==> config.mk <==
export PLATFORM = sky130hd
export DESIGN_NAME = utopia1_phy_rx
export DESIGN_NICKNAME = d
export VERILOG_FILES = /design/src/rtl/utopia1_phy_rx.sv
export SDC_FILE = /design/constraint.sdc
export NUM_CORES = 1
export LEC_CHECK = 0
export ABC_AREA = 1
export CAP_MARGIN = 10
export CORE_ASPECT_RATIO = 1.2
export CORE_MARGIN = 2
export CORE_UTILIZATION = 35
export DETAILED_ROUTE_END_ITERATION = 7
export PLACE_DENSITY = 0.59
export SYNTH_ARGS = -nofsm -noshare
export SYNTH_HDL_FRONTEND = slang
export SYNTH_SLANG_ARGS = --single-unit
==> constraint.sdc <==
create_clock -name clk -period 4.6 [get_ports clk]
set_clock_uncertainty 0.2 [all_clocks]
set_input_delay 0.69 -clock clk [delete_from_list [all_inputs] [get_ports clk]]
set_output_delay 0.69 -clock clk [all_outputs]
set_load 0.03 [all_outputs]
==> src/rtl/utopia1_phy_rx.sv <==
// utopia1_phy_rx: Utopia level-1 PHY-side cell receiver with an NCELLS-deep
// cell buffer and a byte-wide handshaked output toward the switch core.
// Ports:
//   clk, reset                 rising-edge clock, synchronous active-high reset
//   atm_data/atm_soc/atm_en    cell byte, start-of-cell, active-low enable (ATM layer)
//   atm_clav                   registered cell-available flag
//   out_data/out_soc/out_valid buffered cell byte stream, oldest cell first
//   out_ready                  core accept; byte moves on out_valid & out_ready
//   drop                       one-cycle pulse when a partial or illegal cell is discarded
module utopia1_phy_rx #(
  parameter int unsigned NCELLS = 2
) (
  input  logic       clk,
  input  logic       reset,
  input  logic [7:0] atm_data,
  input  logic       atm_soc,
  input  logic       atm_en,
  output logic       atm_clav,
  output logic [7:0] out_data,
  output logic       out_soc,
  output logic       out_valid,
  input  logic       out_ready,
  output logic       drop
);

  localparam int unsigned CELL_BYTES = 53;
  localparam int unsigned DEPTH      = NCELLS * CELL_BYTES;
  localparam int unsigned AW         = $clog2(DEPTH);
  localparam int unsigned SW         = (NCELLS > 1) ? $clog2(NCELLS) : 1;
  localparam int unsigned CW         = $clog2(NCELLS + 1);
  localparam int unsigned IW         = 6;

  typedef enum logic {S_IDLE, S_RECV} state_t;

  state_t          r_state;
  logic [IW-1:0]   r_idx;
  logic [SW-1:0]   r_wr_slot;
  logic [SW-1:0]   r_rd_slot;
  logic [IW-1:0]   r_rd_idx;
  logic [CW-1:0]   r_reserved;
  logic [CW-1:0]   r_avail;
  logic            r_clav;
  logic [7:0]      r_out_data;
  logic            r_out_soc;
  logic            r_out_valid;
  logic            r_out_last;
  logic            r_drop;
  logic [7:0]      r_mem [DEPTH];

  logic            w_acc;
  logic            w_full;
  logic            w_we;
  logic [IW-1:0]   w_wr_idx;
  logic            w_start;
  logic            w_restart;
  logic            w_done;
  logic            w_viol;
  logic            w_free;
  logic            w_load;
  logic            w_fetch_last;
  logic [AW-1:0]   w_wr_addr;
  logic [AW-1:0]   w_rd_addr;
  logic [CW-1:0]   w_res_next;

  function automatic logic [SW-1:0] slot_inc(input logic [SW-1:0] s);
    slot_inc = (s == SW'(NCELLS - 1)) ? '0 : s + SW'(1);
  endfunction

  assign w_acc  = ~atm_en;
  assign w_full = (r_reserved == CW'(NCELLS));

  // Receive-side decode of the accepted byte
  always_comb begin
    w_we      = 1'b0;
    w_wr_idx  = r_idx;
    w_start   = 1'b0;
    w_restart = 1'b0;
    w_done    = 1'b0;
    w_viol    = 1'b0;
    if (w_acc && !reset) begin
      case (r_state)
        S_IDLE: begin
          if (atm_soc) begin
            if (w_full) begin
              w_viol = 1'b1;
            end else begin
              w_we     = 1'b1;
              w_wr_idx = '0;
              w_start  = 1'b1;
            end
          end
        end
        S_RECV: begin
          w_we = 1'b1;
          if (atm_soc) begin
            // restart the same reserved slot; reservation count unchanged
            w_wr_idx  = '0;
            w_restart = 1'b1;
          end else begin
            w_done = (r_idx == IW'(CELL_BYTES - 1));
          end
        end
        default: ;
      endcase
    end
  end

  assign w_wr_addr    = AW'(r_wr_slot) * AW'(CELL_BYTES) + AW'(w_wr_idx);
  assign w_rd_addr    = AW'(r_rd_slot) * AW'(CELL_BYTES) + AW'(r_rd_idx);
  // a slot is released only when its last byte is handed to the core
  assign w_free       = r_out_valid & out_ready & r_out_last;
  // one-entry output register is refilled when empty or being consumed
  assign w_load       = (r_avail != '0) & (~r_out_valid | out_ready);
  assign w_fetch_last = (r_rd_idx == IW'(CELL_BYTES - 1));
  assign w_res_next   = r_reserved + CW'(w_start) - CW'(w_free);

  // Cell storage, not reset
  always_ff @(posedge clk) begin
    if (w_we) r_mem[w_wr_addr] <= atm_data;
  end

  // Receive FSM, slot accounting and output register
  always_ff @(posedge clk) begin
    if (reset) begin
      r_state     <= S_IDLE;
      r_idx       <= '0;
      r_wr_slot   <= '0;
      r_rd_slot   <= '0;
      r_rd_idx    <= '0;
      r_reserved  <= '0;
      r_avail     <= '0;
      r_clav      <= 1'b1;
      r_out_data  <= 8'h00;
      r_out_soc   <= 1'b0;
      r_out_valid <= 1'b0;
      r_out_last  <= 1'b0;
      r_drop      <= 1'b0;
    end else begin
      r_drop <= w_restart | w_viol;

      if (w_start || w_restart) begin
        r_idx   <= IW'(1);
        r_state <= S_RECV;
      end else if (w_we) begin
        if (w_done) begin
          r_idx     <= '0;
          r_state   <= S_IDLE;
          r_wr_slot <= slot_inc(r_wr_slot);
        end else begin
          r_idx <= r_idx + IW'(1);
        end
      end

      r_reserved <= w_res_next;
      // flag follows the reservation count one clock later
      r_clav     <= (r_reserved < CW'(NCELLS));
      r_avail    <= r_avail + CW'(w_done) - CW'(w_load & w_fetch_last);

      if (w_load) begin
        r_out_data  <= r_mem[w_rd_addr];
        r_out_soc   <= (r_rd_idx == '0);
        r_out_last  <= w_fetch_last;
        r_out_valid <= 1'b1;
        if (w_fetch_last) begin
          r_rd_idx  <= '0;
          r_rd_slot <= slot_inc(r_rd_slot);
        end else begin
          r_rd_idx <= r_rd_idx + IW'(1);
        end
      end else if (out_ready) begin
        r_out_valid <= 1'b0;
      end
    end
  end

  assign atm_clav  = r_clav;
  assign out_data  = r_out_data;
  assign out_soc   = r_out_soc;
  assign out_valid = r_out_valid;
  assign drop      = r_drop;

endmodule
# == Word level (Yosys, flattened, before mapping) ==
# Memory sizes are Yosys's and may differ from the RTL's. A register that Yosys moved wholly into a read port is not among the register bits.
# Index checks and enable logic that the tools add are counted.
# classes
addsub,10
multipliers,2
magnitude_cmp,1
n_eq_ne,3
n_mux,34
bitwise_logic,10
reduce_logical,12
# ops
op,n
$mux W6,6
$mux W1,26
$add A7 B6 Y7,2
$mul A1 B6 Y7 const B,2
$add A6 B1 Y6 const B,2
$eq A6 B6 Y1 const B,2
$pmux W6 S2,1
$reduce_bool A2 Y1,4
$logic_not A6 Y1,1
$add A2 B1 Y2,2
$and A1 B1 Y1,4
$not A1 Y1,4
$reduce_and A2 Y1,2
$sub A2 B1 Y2,2
$reduce_and A3 Y1,1
$add A1 B1 Y1 const B,2
$eq A2 B2 Y1 const B,1
$lt A2 B2 Y1 const B,1
$or A1 B1 Y1,2
$pmux W1 S2,1
$reduce_or A2 Y1,1
$logic_and A1 B1 Y1,1
$logic_not A1 Y1,1
$logic_or A1 B1 Y1,1
# word_totals
register_bits,24
ramBits,848
input_bits,13
output_inout_bits,12
word_cells,86
n_memories,1
# mem_list
memory,words,width,rd,rd_ports_with_merged_regs,write_ports,line,text
r_mem,106,8,1,1,1,48,logic [7:0] r_mem [DEPTH];

# == Longest topological paths before layout ==
# Gate-level depths: netlist (run 1).
# depth
word_depth,8
ltp_mapped,17
depth_no_buf,16

# == Worst setup path before layout (run 1) ==
# Ideal clock, no wire load.
# synth_path
path_kind,input to register
from,input port reset
to,memory r_mem[32][0] (enable)
setup_time_ns,0.370
t_arrival_ns,3.109
required_ns,4.030
slack_ns,0.921
cell_stages,17
n_path_buf,1
path_cell_list,buf_4 nor2_4 nand2_2 inv_2 nand2_4 inv_4 nor2_1 ha_1 ha_1 nand2_1 nand2_1 a31o_2 nand2_1 inv_1 nor2_2 nand3_2 nor2_1
# synth_via
elab_chain_cells,5
word_cells_on_any_way,7
cone_classes,add/sub: 1; mux: 4; reduce/logical: 2
# synth_rtl
item,line,text
"start, declared",14,"input logic reset,"
$logic_not A1 Y1 (*),80,if (w_acc && !reset) begin
$logic_and A1 B1 Y1 (*),80,
branches (longest 3 deep; another with $add A7 B6 Y7),-,
"end, declared",48,
# Every way passes the cells marked *.

# == Worst setup path after layout (run 1) ==
# layout_path
from,input port reset
to,memory r_mem[91][5] (enable)
# The elaborated chain is that of the path after synthesis.

==> impl_results.md, run 1 <==
- Worst R2R Start: r_rd_slot$_SDFFE_PP0P_
- Antenna diodes: 0
- Via count: 24500
- Fin crit period: 3.63 ns
- Highest clock rate: 275 MHz
- Dpl cells: 4811
- Post-synth top area share: between 60% and 70%
- Max clock buf depth: 3
- Hold Crit Start: r_reserved[1]$_SDFF_PP0_
- Peak supply drop: 256 uV
- CP Class: input pin to flip-flop
- Capturing element type of the critical path: flip-flop
- Outcome: complete, no violations
- Number of nets in the layout: ~3500
- Initial antenna violation count: 0
- Site Rows: 131
- Share of layout cells above drive strength 1: 8.85%
- Cell variety after synth: 36
- CP startpoint: reset
- Seq/Total Area, Yosys: 70.0%
- Crit path required time: 4.69 ns
- # Post-CTS Setup Buffers: 0
- Die Y: between 300 and 400 um
- Placer Congestion: slightly below 0.9
- Worst slew pin tran: 0.954 ns
- Final WS setup: between 0.9 and 1 ns
- Syn nets: approximately 3500
- Fin. max-slew vios: 0
- Final setup violation count: 0
- Final instance area: 0.0425 mm^2
- Remaining antenna violation count: 0
- Clock Sinks: 880
- TritonCTS clock tree: yes
- Initial DRC Count: 2491
- Grt ovf: 0
- Clk slew on worst S/H paths: 0.06 ns
- Final worst-path cycle share: 78.9%
- DR pass1 iterations: 6
- # IOs: 25
- Cts hold-fix bufs: 0
- H-tree levels: 3
- Most common cell after layout, fill and taps aside: nand2_1
- DR vias/cell: 4.94
- Synth area leaders: edfxtp_1 68%, nand2_1 8.6%, nand3_1 6.5%
- Fillers: 10000
- Synth-to-layout area growth: 13.9%
- Worst-Skew Late Latency: between 0.6 and 0.7 ns
- Post-Place Setup Slack: 0.280 ns
- Wirelength per Cell: 19.6 um
- Area leader, netlist: edfxtp_1
- Worst Path Arrival: between 3 and 4 ns
- Relative slew slack: 36.3%
- Max_cap viols: 0
- Worst-path fanout max: 8
- Starting density of the core: 35.2%
- Total routed wirelength: 97000 um
- Root Buffer Master: clkbuf_16
- Commonest cells after routing, fill and taps aside: 852 x nand2_1, 848 x edfxtp_1, 482 x nand3_1
- Aggregate global-route resource usage: between 10% and 20%
- Vias in the first global route: 24300
- Post-route insts no fill: 4956
- Count of input and output buffers: 24
- Min-Delay Path Class: flip-flop to flip-flop
- Final core utilization: ~40%
- FF+latch count, synth: 880
- P per Cell Area: ~380 mW/mm^2
- Pin count of the biggest net entering global routing: 191
- Fin Hold WS: roughly 0.25 ns
- Static Leakage: 15.7 nW
- Syn. warnings: 0
- Core ar.: approximately 0.11 mm^2
- DRC viols: 0
- Cell Area, Placed: ~0.040 mm^2
- Syn Inst Count: 3445
- Post-DP HPWL: 58100 um
- Final Hold Viols: 0
- Mapped cell area: between 0.03 and 0.04 mm^2
- Die ar.: 0.109 mm^2
- Cts repair resizes: 0
- Setup TNS Final: 0 ns
- CTS buffer count: between 80 and 90
- Unrepaired setup endpoints after global routing: false
- Startpoint class of the critical path: input pin
- Avg Cell Area, Syn: 10.8 um^2
- Design Power: 16.0 mW
- First-pass GRT wire length: 146000 um
- Die width: just over 300 um
==> flip-flops by register name, summed over array words and instances (netlist names), 2 cells and up <==
register    cells
out_data        8
r_avail         2
r_idx           6
r_mem         848
r_rd_idx        6
r_reserved      2
==> power breakdown <==
part	switching (mW)	internal [mW]	leakage [nW]
Sequential	0.00259	8.78	7.88
Clock	2.94	4.06	1.34
Combinational	0.212	0.0350	6.52
==> synthesized netlist by cell type, drive strengths merged <==
library cell  number
edfxtp           848
or2                2
dfxtp             32
xor2               8
xnor2              1
o211ai             9
o21ai            206
ha                19
nand3b             1
nor3b              1
nor3               8
a21oi             34
nand2            857
a21boi             1
clkbuf            94
nand3            497
nand4              6
nor2             482
o21bai             1
a221oi             1
inv              238
a31o               1
buf               98
==> layer usage <==
layer	track usage, %	share of wire [%]	wire length (um)	vias to the layer above
met1	22.3	41	40200	11800
met5	0	0	0	-
li1	-	-	-	11800
met2	30.6	50	48100	756
met3	2.29	5.4	5240	169
met4	7.25	3.5	3420	0
==> path summary, 6_finish.rpt <==
check                        endpoint  depth (start not counted)  slack [ns]
max            r_mem[91][5]$_DFFE_PP_                         15        0.97
min               atm_clav$_SDFF_PP1_                          1        0.25
max reg2reg  out_data[7]$_SDFFE_PP0P_                         12        0.97
min reg2reg       atm_clav$_SDFF_PP1_                          1        0.25
==> cells by family (layout without fill, tap and decap cells) <==
logic type | count (synthesis) | count (layout) | synth area share, %
adders and majority gates | 19 | 19 | 0.637
AOI/OAI and AO/OA | 253 | 253 | 3.53
DFF | 880 | 880 | 70.0
and+or+nand+nor | 1854 | 1854 | 20.9
buffers and inverters | 430 | 545 | 4.63
xor gates and xnor gates | 9 | 9 | 0.302
==> layout make-up <==
cell class | count | area [um^2] | area share [%]
clock buffer | 98 | 2220 | 5.22
clock inverter | 47 | 533 | 1.25
inverter | 238 | 908 | 2.14
multi-input combinational | 2135 | 9530 | 22.4
sequential | 880 | 26100 | 61.4
tap | 1396 | 1750 | 4.11
timing repair buffer | 162 | 1460 | 3.43
==> critical path: stages <==
cell and delay, ns:
clkdlybuf4s50_1 0.46, nor2_4 0.12, nand2_2 0.06, inv_2 0.07
nand2_4 0.07, inv_4 0.11, nor2_1 0.05, ha_1 0.32
nand4_1 0.10, nand2_1 0.12, nand3_2 0.10, nand2_4 0.11
xor2_4 0.40, nand3_4 0.28, nor2_1 0.63
(Power assumes the default switching activity.)
==> run 2: changes to the inputs <==
Clock period 4.6 ns to 3.77 ns, I/O delays scaled along.
==> run 2 against run 1 <==
Effect of this change: worst hold slack lost 0.053 ns; utilization grew 0.67 points; final cell count grew 1.7%; sequential cell count is the same; power grew 20%; count of clock-buffer cells in the layout grew 6; global-route usage grew 0.28 points; final area grew 1.7%; critical path type is now flip-flop to flip-flop; highest routed layer unchanged.
==> impl_results.md, run 2 (same netlist as run 1, synthesis figures left out) <==
- Outcome: complete, no violations
- DR vias/cell: 4.95 (about the same)
- Remaining antenna violation count: 0 (unchanged)
- Reg2reg path depth: 11 (-1)
- Antenna diodes: 0 (unchanged)
- P per Cell Area: 446 mW/mm^2 (+18%)
- Max reg flops: 848 (unchanged)
- Core ar.: 0.106 mm^2 (unchanged)
- DR pass1 iterations: 7 (+1)
- First-pass GRT wire length: 147000 um (+0.85%)
- CP max stage cell: buf_12
- Grt ovf: 0 (unchanged)
- Vias in the first global route: 24300 (-0.0041%)
- Initial antenna violation count: 1 (+1)
- Most common cell after layout, fill and taps aside: nand2_1
- Worst slew pin tran: 0.834 ns (-0.121 ns)
- DRC viols: 0 (unchanged)
- CTS buffer count: 80 (-1.2%)
- Post-DP HPWL: 62900 um (+8.2%)
- Clk slew on worst S/H paths: 0.06 ns (about the same)
- Capturing element type of the critical path: flip-flop
- Cts repair resizes: 0 (unchanged)
- Root Buffer Master: clkbuf_16
- Placer Congestion: 0.845 (-3.1%)
- CP Class: flip-flop to flip-flop
- Peak supply drop: 297 uV (+16%)
- Site Rows: 131 (unchanged)
- Fin crit period: 3.16 ns
- Unrepaired setup endpoints after global routing: false
- Wirelength per Cell: 19.6 um (+0.33%)
- H-tree levels: 3 (unchanged)
- Share of layout cells above drive strength 1: 10.9% (+2.0 points)
- Pin count of the biggest net entering global routing: 157 (-18%)
- Crit path required time: 4.11 ns (-0.58 ns)
- Synth-to-layout area growth: 15.8%
- Relative slew slack: 44.4% (+8.1 points)
- Critical Path Most Common Cell: nand3_1
- Post-route insts no fill: 5038 (+1.7%)
- Final Hold Viols: 0 (unchanged)
- Startpoint class of the critical path: flip-flop
- Worst Path Arrival: 3.51 ns (-0.21 ns)
- Die width: 302 um (unchanged)
- Fillers: 9975 (-0.45%)
- Final core utilization: 40.8% (+0.67 points)
- Final setup violation count: 0 (unchanged)
- Aggregate global-route resource usage: 18.0% (+0.28 points)
- Buf/Inv on CP: 1 (-2)
- Final worst-path cycle share: 83.9%
- Critical path cell sequence: ha_4 > buf_12 > nand2_1 > nand3_1 > nand3_1 > nand3_1 > nand3_1 > nand3_1 > nand3_1 > nand2_1 > a21oi_1
- Via count: 24900 (+1.7%)
- Worst-path fanout max: 156 (+148)
- Number of nets in the layout: 3609 (+2.2%)
- Highest clock rate: about 320 MHz
- Initial DRC Count: 2336 (-6.2%)
- Register area: 0.0261 mm^2 (unchanged)
- Count of input and output buffers: 24 (unchanged)
- Worst-Skew Late Latency: 0.67 ns (about the same)
- # Post-CTS Setup Buffers: 0 (unchanged)
- Dpl cells: 4891 (+1.7%)
- Cts hold-fix bufs: 0 (unchanged)
- Fin. max-slew vios: 0 (unchanged)
- Min-Delay Path Class: input pin to flip-flop
- Max clock buf depth: 3 (unchanged)
- Die ar.: 0.109 mm^2 (unchanged)
- Commonest cells after routing, fill and taps aside: 852 x nand2_1, 848 x edfxtp_1, 482 x nand3_1
- TritonCTS clock tree: yes
- Top Family by Delay on Critical Path: simple AND/OR/NAND/NOR gates
- Hold path depth: 1 (unchanged)
- Logic depth of the worst path, buffers included: 11 (-4)
- Die Y: 362 um (unchanged)
- Total routed wirelength: 98900 um (+2.0%)
- Delay of the slowest critical-path stage: 0.48 ns (-0.15 ns)
- Max_cap viols: 0 (unchanged)
- Multi-input combinational cell area: 0.00953 mm^2 (unchanged)
- Starting density of the core: 35.2% (unchanged)
- # IOs: 25 (unchanged)
- Static Leakage: 16.2 nW (+2.8%)
- Clock Sinks: 880 (unchanged)
- Biggest register: r_mem
[run 2: changes by cell type in the layout (fill, tap and decap cells not counted), moves of 2 or more]
| cell | change |
|---|---|
| clkbuf_16 | +3 |
| buf_12 | +15 |
| clkinvlp_4 | +2 |
| buf_4 | +65 |
| inv_4 | -2 |
| bufinv_16 | -7 |
| clkbuf_8 | +4 |
| clkinv_1 | +2 |
| clkinv_4 | +2 |
| clkinv_2 | +2 |
| inv_6 | -3 |
[run 2: final cells by class]
| cell class | instances | area share [%] |
|---|---|---|
| multi-input cells | 2135 | 22.1 |
| well taps | 1396 | 4.04 |
| clock buffers | 104 | 5.42 |
| inverters | 238 | 2.10 |
| clock inverters | 43 | 0.773 |
| repair buffers | 242 | 5.19 |
| flip-flops and latches | 880 | 60.4 |
[run 2: through the flow]
stage	hold WS (ns)	instance area, um^2	power (mW)	setup WS [ns]	TNS, ns
after floorplan	0.201	37300	11.0	0.215	0
after global placement	0.243	40500	11.3	-0.0425	-2.88
after detailed placement	0.243	40500	11.3	-0.0432	-2.64
after CTS	0.157	43200	19.4	0.623	0
after global routing	0.182	43200	19.8	0.379	0
final	0.200	43200	19.3	0.606	0
[run 2: worst paths after layout]
check | end | slack [ns] | start
worst max register to register | out_data[4]$_SDFFE_PP0P_ | 0.61 | r_rd_slot$_SDFFE_PP0P_
worst min-delay path | r_mem[42][0]$_DFFE_PP_ | 0.20 | atm_data[0]
worst max-delay path | out_data[4]$_SDFFE_PP0P_ | 0.61 | r_rd_slot$_SDFFE_PP0P_
worst min register to register | atm_clav$_SDFF_PP1_ | 0.26 | r_reserved[1]$_SDFF_PP0_
[run 2: layer usage]
metal | track usage, % | wire (um)
met3 | 2.19 | 4840
met1 | 22.2 | 40400
met5 | 0 | 0
met4 | 8.16 | 4160
met2 | 31.3 | 49600
[run 2: worst reg2reg max path: cells and delay by family, from the launching register on]
kind                       cells  cell delay, ns
DFF                            1            0.38
adders and majority gates      1            0.45
buffers and inverters          1            0.49
AOI/OAI and AO/OA              1            0.07
and+or+nand+nor                8            1.46
[run 2: power breakdown]
| group | total [mW] | leakage (nW) | internal, mW | switching, mW |
|---|---|---|---|---|
| Clock | 8.23 | 1.30 | 4.67 | 3.56 |
| Combinational | 0.328 | 7.00 | 0.0587 | 0.269 |
| Sequential | 10.7 | 7.88 | 10.7 | 0.00315 |
